===== config.mk =====
export PLATFORM = sky130hd
export DESIGN_NAME = pipelined_adder
export DESIGN_NICKNAME = d
export VERILOG_FILES = /design/src/rtl/pipelined_adder.sv
export SDC_FILE = /design/constraint.sdc
export NUM_CORES = 1
export LEC_CHECK = 0
export CAP_MARGIN = 20
export CORE_MARGIN = 5
export CORE_UTILIZATION = 45
export DETAILED_ROUTE_END_ITERATION = 16
export MAX_ROUTING_LAYER = met4
export PLACE_DENSITY = 0.69
export SETUP_SLACK_MARGIN = 0.3
export SYNTH_ARGS = -nofsm -noshare
export SYNTH_HDL_FRONTEND = slang
export SYNTH_SLANG_ARGS = --single-unit

===== constraint.sdc =====
create_clock -name clk -period 9.6 [get_ports clk]
set_input_delay 1.44 -clock clk [delete_from_list [all_inputs] [get_ports clk]]
set_output_delay 1.44 -clock clk [all_outputs]
set_load 0.03 [all_outputs]

===== src/rtl/pipelined_adder.sv =====
// ---------------------------------------------------------------------------
// pipelined_adder
//
// Purpose
//   Two's-complement adder/subtractor split into STAGES ripple slices.
//   Stage k adds bits [k*SW +: SW] (SW = WIDTH/STAGES) using the carry that
//   stage k-1 registered. The operands travel down the pipeline with the
//   operation so that every stage sees its own slice. The result flags are
//   formed once, at the final stage, from the complete result.
//
// Handshake (both sides use plain valid/ready)
//   A transfer happens on a rising edge where valid && ready are both high.
//   in_ready does not depend on in_valid. out_valid/out/flags do not depend
//   on out_ready. The whole pipeline freezes (stall) while a result is
//   waiting and downstream is not ready, so in_ready = !stall.
//
// Ports
//   clk        in   1      single clock, rising edge
//   rst        in   1      synchronous, active-high reset
//   in_valid   in   1      ina/inb/sub carry an operation this cycle
//   in_ready   out  1      operation is accepted this cycle
//   ina        in   WIDTH  operand A
//   inb        in   WIDTH  operand B
//   sub        in   1      0: A+B, 1: A-B
//   out_valid  out  1      out and flags hold a result
//   out_ready  in   1      downstream accepts the result
//   out        out  WIDTH  sum/difference modulo 2^WIDTH
//   carry      out  1      carry out of MSB (sub: 1 = no borrow)
//   overflow   out  1      signed overflow
//   zero       out  1      out == 0
//   negative   out  1      out[WIDTH-1]
// ---------------------------------------------------------------------------
module pipelined_adder #(
  parameter int WIDTH  = 32,
  parameter int STAGES = 2
) (
  input  logic             clk,
  input  logic             rst,
  input  logic             in_valid,
  output logic             in_ready,
  input  logic [WIDTH-1:0] ina,
  input  logic [WIDTH-1:0] inb,
  input  logic             sub,
  output logic             out_valid,
  input  logic             out_ready,
  output logic [WIDTH-1:0] out,
  output logic             carry,
  output logic             overflow,
  output logic             zero,
  output logic             negative
);

  localparam int SW   = WIDTH / STAGES;
  localparam int LAST = STAGES - 1;

  // -------------------------------------------------------------------------
  // Stage registers. Index k is the register set at the output of stage k.
  // -------------------------------------------------------------------------
  logic [STAGES-1:0]            valid_q, valid_d;
  logic [STAGES-1:0]            carry_q, carry_d;
  logic [STAGES-1:0][WIDTH-1:0] opa_q,   opa_d;
  logic [STAGES-1:0][WIDTH-1:0] opb_q,   opb_d;
  logic [STAGES-1:0][WIDTH-1:0] sum_q,   sum_d;

  // Flags exist only at the final stage.
  logic overflow_q, overflow_d;
  logic zero_q,     zero_d;
  logic negative_q, negative_d;

  // What each stage consumes: entry 0 is the input port, entry k is the
  // register set of stage k-1.
  logic [STAGES-1:0]            valid_in;
  logic [STAGES-1:0]            carry_in;
  logic [STAGES-1:0][WIDTH-1:0] opa_in;
  logic [STAGES-1:0][WIDTH-1:0] opb_in;
  logic [STAGES-1:0][WIDTH-1:0] sum_in;

  logic              stall;
  logic [SW:0]       slice_sum;

  // Only the slices still ahead of an operation and the MSBs at the final
  // stage are consumed; the remaining operand bits simply ride along.
  logic unused_operand_bits;
  assign unused_operand_bits = ^{opa_q, opb_q};

  // -------------------------------------------------------------------------
  // Stage inputs. Subtraction is A + ~B + 1: B is inverted here once and the
  // +1 enters as the stage-0 carry-in.
  // -------------------------------------------------------------------------
  always_comb begin
    valid_in    = '0;
    carry_in    = '0;
    opa_in      = '0;
    opb_in      = '0;
    sum_in      = '0;

    valid_in[0] = in_valid;
    carry_in[0] = sub;
    opa_in[0]   = ina;
    opb_in[0]   = sub ? ~inb : inb;
    sum_in[0]   = '0;

    for (int k = 1; k < STAGES; k++) begin
      valid_in[k] = valid_q[k-1];
      carry_in[k] = carry_q[k-1];
      opa_in[k]   = opa_q[k-1];
      opb_in[k]   = opb_q[k-1];
      sum_in[k]   = sum_q[k-1];
    end
  end

  // -------------------------------------------------------------------------
  // Slice adders: stage k fills in result bits [k*SW +: SW] and produces the
  // carry for stage k+1 (or the final carry out of the MSB).
  // -------------------------------------------------------------------------
  always_comb begin
    valid_d   = valid_in;
    opa_d     = opa_in;
    opb_d     = opb_in;
    sum_d     = sum_in;
    carry_d   = '0;
    slice_sum = '0;

    for (int k = 0; k < STAGES; k++) begin
      slice_sum = {1'b0, opa_in[k][k*SW +: SW]}
                + {1'b0, opb_in[k][k*SW +: SW]}
                + {{SW{1'b0}}, carry_in[k]};
      sum_d[k][k*SW +: SW] = slice_sum[SW-1:0];
      carry_d[k]           = slice_sum[SW];
    end
  end

  // -------------------------------------------------------------------------
  // Flags from the complete result leaving the last slice adder. opb_d holds
  // the already-inverted B for subtraction, which is what the overflow rule
  // compares against.
  // -------------------------------------------------------------------------
  always_comb begin
    overflow_d = (opa_d[LAST][WIDTH-1] == opb_d[LAST][WIDTH-1]) &&
                 (sum_d[LAST][WIDTH-1] != opa_d[LAST][WIDTH-1]);
    zero_d     = (sum_d[LAST] == '0);
    negative_d = sum_d[LAST][WIDTH-1];
  end

  // -------------------------------------------------------------------------
  // Pipeline registers. Everything advances together when not stalled.
  // Payload registers only load under a valid entry, so bubbles moving
  // through leave the last result (and its flags) visible on the outputs.
  // -------------------------------------------------------------------------
  always_ff @(posedge clk) begin
    if (rst) begin
      valid_q    <= '0;
      carry_q    <= '0;
      opa_q      <= '0;
      opb_q      <= '0;
      sum_q      <= '0;
      overflow_q <= 1'b0;
      zero_q     <= 1'b0;
      negative_q <= 1'b0;
    end else if (!stall) begin
      valid_q <= valid_d;
      for (int k = 0; k < STAGES; k++) begin
        if (valid_d[k]) begin
          carry_q[k] <= carry_d[k];
          opa_q[k]   <= opa_d[k];
          opb_q[k]   <= opb_d[k];
          sum_q[k]   <= sum_d[k];
        end
      end
      if (valid_d[LAST]) begin
        overflow_q <= overflow_d;
        zero_q     <= zero_d;
        negative_q <= negative_d;
      end
    end
  end

  // -------------------------------------------------------------------------
  // Outputs. While rst is high the outputs read as idle/zero even though the
  // registers only clear at the next edge; this keeps an in-flight result
  // from being handed downstream during the reset cycle.
  // -------------------------------------------------------------------------
  assign out_valid = valid_q[LAST] && !rst;
  assign stall     = out_valid && !out_ready;
  assign in_ready  = !stall;

  assign out       = rst ? '0   : sum_q[LAST];
  assign carry     = rst ? 1'b0 : carry_q[LAST];
  assign overflow  = rst ? 1'b0 : overflow_q;
  assign zero      = rst ? 1'b0 : zero_q;
  assign negative  = rst ? 1'b0 : negative_q;

endmodule


## Word level (Yosys, flattened, before mapping)

Cells that the tools add are included.

- Mux-type cells: 6
- Equal/unequal tests: 2
- Bitwise logic cells: 2
- Reduce and logical (&&, ||, !) cells: 9
- Add/subtract/negate cells: 4

Operator list:

| cell | count |
|---|---|
| 32-bit two-way mux | 2 |
| 16-bit by 16-bit adder with 17-bit output | 2 |
| 17-bit by 1-bit adder with 17-bit output | 2 |
| 32-bit logical NOT | 1 |
| 32-bit NOT | 1 |
| 1-bit two-way mux | 4 |
| 2-bit AND reduction | 2 |
| 1-bit logical AND | 3 |
| 1-bit logical NOT | 3 |
| 1-bit equality test | 1 |
| 1-bit != test | 1 |
| 1-bit NOT | 1 |

- Output and inout bits: 38
- Input bits: 69
- Logic and storage cells: 33
- Flip-flop bits (word level): 119

## Longest topological paths before layout

- Word-level depth: 5
- Depth in mapped cells: 13

## Least setup slack after synthesis

OpenSTA, ideal clock, no wires.

- Kind: input to register
- Start point: in sub
- End point: reg carry_q[0]
- Data arrival time: 4.742 ns
- Stages on the path: 13
- Buffers on the path: 3
- Slack: 4.725 ns
- Cell sequence: buf_6 > clkbuf_1 > buf_1 > xor2_1 > fa_1 > a21o_1 > a21oi_1 > o21bai_1 > a41o_1 > o41ai_1 > o21ai_0 > a2111oi_0 > nor4_1

- Word-level cells in the longest chain between the ends: 3

Ends and longest elaborated chain:

| element | RTL line | text |
|---|---|---|
| start: declaration | 43 | `input logic sub,` |
| 32-bit two-way mux | 100 | `opb_in[0] = sub ? ~inb : inb;` |
| 16-bit by 16-bit adder with 17-bit output | 126 | `+ {1'b0, opb_in[k][k*SW +: SW]}` |
| 17-bit by 1-bit adder with 17-bit output * | 127 | `+ {{SW{1'b0}}, carry_in[k]};` |
| end signal: indexed assignment | 164 | `carry_q[k] <= carry_d[k];` |
| end: declaration | 60 | `logic [STAGES-1:0] carry_q, carry_d;` |

Mark *: on every way between the ends. The rest lies on a longest branch, timed or not.
A chain may end at the register's enable or synchronous reset.

## Final worst setup path

- Start point: in rst
- End point: out in_ready

- Word-level cells in the longest chain between the ends: 4

Ends and longest elaborated chain:

| element | RTL line | text |
|---|---|---|
| start: declaration | 38 | `input logic rst,` |
| 1-bit logical NOT | 183 | `assign out_valid = valid_q[LAST] && !rst;` |
| 1-bit logical AND | 183 |  |
| 1-bit logical AND | 184 | `assign stall = out_valid && !out_ready;` |
| 1-bit logical NOT | 185 | `assign in_ready = !stall;` |
| end: declaration | 40 | `output logic in_ready,` |

No other way between the ends.

==> out/metrics.json <==
{
  "clk_pin_slew_worst_paths": {"value": 0.08, "unit": "ns"},
  "synth-seq-cells": {"value": 86},
  "cap_violations": {"value": 0},
  "final_period_minus_worst_setup_slack": {"value": 4.73, "unit": "ns"},
  "power.leakage": {"value": 2.45, "unit": "nW"},
  "synth_cell_type_count": {"value": 55},
  "detailedPlacementHpwl": {"value": 9.01, "unit": "mm"},
  "most_used_standard_cell_by_instance_count_after_synthesis": {"value": "dfxtp_1"},
  "number_of_resized_instances_in_the_post_cts_repair_step": {"value": 0},
  "worst_path_largest_cell_delay": {"value": 0.75, "unit": "ns"},
  "proportion_of_netlist_area_held_by_the_largest_area_contributor": {"value": 35.5, "unit": "%"},
  "vdd_drop_max": {"value": 0.0757, "unit": "mV"},
  "syn-mean-instance-area": {"value": 8.46, "unit": "um2"},
  "reg2reg_slack": {"value": 5.94, "unit": "ns"},
  "remaining_global_route_overflow": {"value": 0},
  "synth_area_leaders": {"value": "dfxtp_1 36%, ha_1 7.7%, a21oi_1 5.8%, xnor2_1 5.6%, nand2_1 5.3%"},
  "timing.critical_path.cells": {"value": "buf_4 > or3b_2 > clkdlybuf4s50_1"},
  "worstReg2RegStart": {"value": "carry_q[0]"},
  "worstMarginPinSlew": {"value": 1.06, "unit": "ns"},
  "p_int": {"value": 0.614, "unit": "mW"},
  "place.gp.congestion": {"value": 0.882},
  "endpoint_of_the_most_critical_register_to_register_path": {"value": "carry_q[1]"},
  "final_nets": {"value": 761},
  "wire_length_of_the_first_global_routing_pass": {"value": 19.2, "unit": "mm"},
  "num_io_pins": {"value": 107},
  "setup_slack": {"value": 4.87, "unit": "ns"},
  "whs": {"value": 0.455, "unit": "ns"},
  "data_required_critical_path": {"value": 8.16, "unit": "ns"},
  "placement.setup.worst_slack": {"value": 4.61, "unit": "ns"},
  "hp-class": {"value": "reg -> reg"},
  "setup.worst_path.end_class": {"value": "output port"},
  "synth_area": {"value": 4850, "unit": "um2"},
  "ff2ff_path_depth": {"value": 10},
  "initial_core_util": {"value": 45.3, "unit": "%"},
  "hold-path-cell-count": {"value": 2},
  "postSynthCellCount": {"value": 573},
  "path_max_fanout": {"value": 108},
  "drt-vias-per-instance": {"value": 5.31},
  "finalCritPeriodShare": {"value": 49.2, "unit": "%"},
  "critPathKind": {"value": "in -> out"},
  "clock-sinks": {"value": 86},
  "min_from": {"value": "sum_q[63]"},
  "antenna-diode-count": {"value": 0},
  "cts_tree": {"value": "done"},
  "grt_start_max_net_pins": {"value": 109},
  "cts_post_setup_buffers_inserted": {"value": 0},
  "setup_tns": {"value": 0, "unit": "ns"},
  "initialDrtViolationCount": {"value": 266},
  "cts_root_buf": {"value": "clkbuf_8"},
  "tritoncts.num_buffers": {"value": 9},
  "gr-usage-all-layers": {"value": 18.5, "unit": "%"},
  "max_freq": {"value": 212, "unit": "MHz"},
  "crit_path_start_kind": {"value": "primary input"},
  "detail_route.wirelength": {"value": 11.8, "unit": "mm"},
  "finalPower": {"value": 0.894, "unit": "mW"},
  "placedCellCount": {"value": 788},
  "synth_ff_type": {"value": "dfxtp_1"},
  "grt_antenna_before_repair": {"value": 0},
  "route.detailed.drc": {"value": 0},
  "share_comb_of_total_power": {"value": 29.2, "unit": "%"},
  "finalHoldViolations": {"value": 0},
  "synth-async-reset-ratio": {"value": 0, "unit": "%"},
  "final_layout_size_suffix_gt1_share": {"value": 3.92, "unit": "%"},
  "finish.cell_count_without_fillers": {"value": 803},
  "area_growth_syn_to_fin": {"value": 26.6, "unit": "%"},
  "rsz0062_at_grt": {"value": "no"},
  "share_clk_of_total_power": {"value": 25.3, "unit": "%"},
  "clock_latency_late_sink": {"value": 0.35, "unit": "ns"},
  "cell_area_reported_after_detailed_placement": {"value": 5970, "unit": "um2"},
  "synth_sequential_area_ratio": {"value": 35.5, "unit": "%"},
  "slew-limit-headroom": {"value": 29.5, "unit": "%"},
  "run_status": {"value": "complete, no violations"},
  "yosysWarnings": {"value": 0},
  "via_count": {"value": 4265},
  "p_switching": {"value": 0.279, "unit": "mW"},
  "antenna_left": {"value": 0},
  "synth_top_area_cell": {"value": "dfxtp_1"},
  "switching_share": {"value": 31.2, "unit": "%"},
  "std_cell_rows": {"value": 38},
  "synth_enable_flop_cells": {"value": 0},
  "wl_per_cell": {"value": 14.7, "unit": "um"},
  "io_port_bufs": {"value": 106},
  "die_w": {"value": 114, "unit": "um"},
  "ctsHoldBuffers": {"value": 0},
  "timing.hold.worst_endpoint": {"value": "sum_q[63]"},
  "design.core.area": {"value": 10700, "unit": "um2"},
  "timing.final.setup_violations": {"value": 0},
  "clock_tree.buffer_depth": {"value": 2},
  "critical_path_s_slowest_cell": {"value": "buf_4"},
  "finalCoreUtilization": {"value": 57.4, "unit": "%"},
  "worstPathArrival": {"value": 3.29, "unit": "ns"},
  "maxSlewViolCount": {"value": 0},
  "grt_pass1_vias": {"value": 4060},
  "final_setup_skew": {"value": 0.00814, "unit": "ns"},
  "seq_power_share": {"value": 45.5, "unit": "%"},
  "synth.cells.most_frequent": {"value": "86 x dfxtp_1, 68 x nand2_1, 56 x a21oi_1"},
  "fill_cells": {"value": 1022},
  "final_design_area_no_fill": {"value": 6140, "unit": "um2"},
  "power.density_cell_area": {"value": 146, "unit": "nW/um2"},
  "chipHeight": {"value": 114, "unit": "um"},
  "die-area": {"value": 13000, "unit": "um2"},
  "postSynthNetCount": {"value": 675},
  "htree_num_levels": {"value": 3},
  "drt_pass1_iterations": {"value": 4}
}
kinds of logic (layout without fill, tap and decap cells):
logic type	Yosys count	count (layout)	synth area share [%]
and+or+nand+nor	207	207	20.7
AOI/OAI and AO/OA	147	147	20.7
DFF	86	86	35.5
xor gates and xnor gates	54	54	9.75
buffers and inverters	42	132	3.51
adders and majority gates	33	33	8.98
muxes	4	4	0.851
power by group through the flow:
stage | Sequential (mW) | Clock (mW) | Combinational [mW]
3_3_place_gp | 0.413 | 0 | 0.253
6_report | 0.406 | 0.226 | 0.261
4_1_cts | 0.406 | 0.233 | 0.261
5_1_grt | 0.410 | 0.247 | 0.287
3_5_place_dp | 0.415 | 0 | 0.260
2_1_floorplan | 0.407 | 0 | 0.180
worst max-delay path: cells and delay by family:
| family | cells | cell delay, ns |
|---|---|---|
| buf+inv | 2 | 1.44 |
| simple gates | 1 | 0.34 |
worst max path at each step:
stage | from | endpoint | slack (ns) | cells past startpoint
after floorplan | sub | carry_q[0] | 4.72 | 13
after global placement | sub | carry_q[0] | 4.77 | 11
after detailed placement | sub | carry_q[0] | 4.61 | 11
after CTS | rst | in_ready | 4.89 | 3
after global routing | sub | carry_q[0] | 4.67 | 11
final | rst | in_ready | 4.87 | 3
state kept, by name, indices dropped and copies added (netlist names):
register and count:
opb_d 16, carry_q 2, zero_q 1, opa_d 16, sum_q 32, sum_d 16
overflow_q 1, valid_q 2
cell type report:
class                      instances  area, um2  area share [%]
tap                              140        175            2.85
timing repair buffer             110       1080            17.6
multi-input combinational        445       2960            48.2
inverter                           7       26.3           0.428
clock buffer                      12        155            2.53
sequential                        86       1720            28.0
clock inverter                     3       20.0           0.326
cell usage in the layout, fill, tap and decap left out, types with 4 or more instances in the layout:
cell type / instances
a211oi_1: 20
a21o_1: 11
a21oi_1: 56
buf_4: 5
clkbuf_8: 11
clkdlybuf4s50_1: 104
dfxtp_1: 86
ha_1: 30
inv_1: 7
nand2_1: 68
nand2b_1: 4
nand3_1: 4
nand4_1: 4
nor2_1: 51
nor2b_1: 37
nor3_1: 12
nor4_1: 7
o21ai_0: 9
o21bai_1: 5
o22a_1: 18
xnor2_1: 31
xor2_1: 23
metal layers:
metal	vias to the layer above	global-route usage (%)	wire (um)
met5	-	-	0
met4	0	5.23	108
met3	11	2.76	628
met2	111	28.0	5240
met1	1949	25.8	5810
li1	2194	-	-
Note: power is estimated with default switching activity, not from simulation.
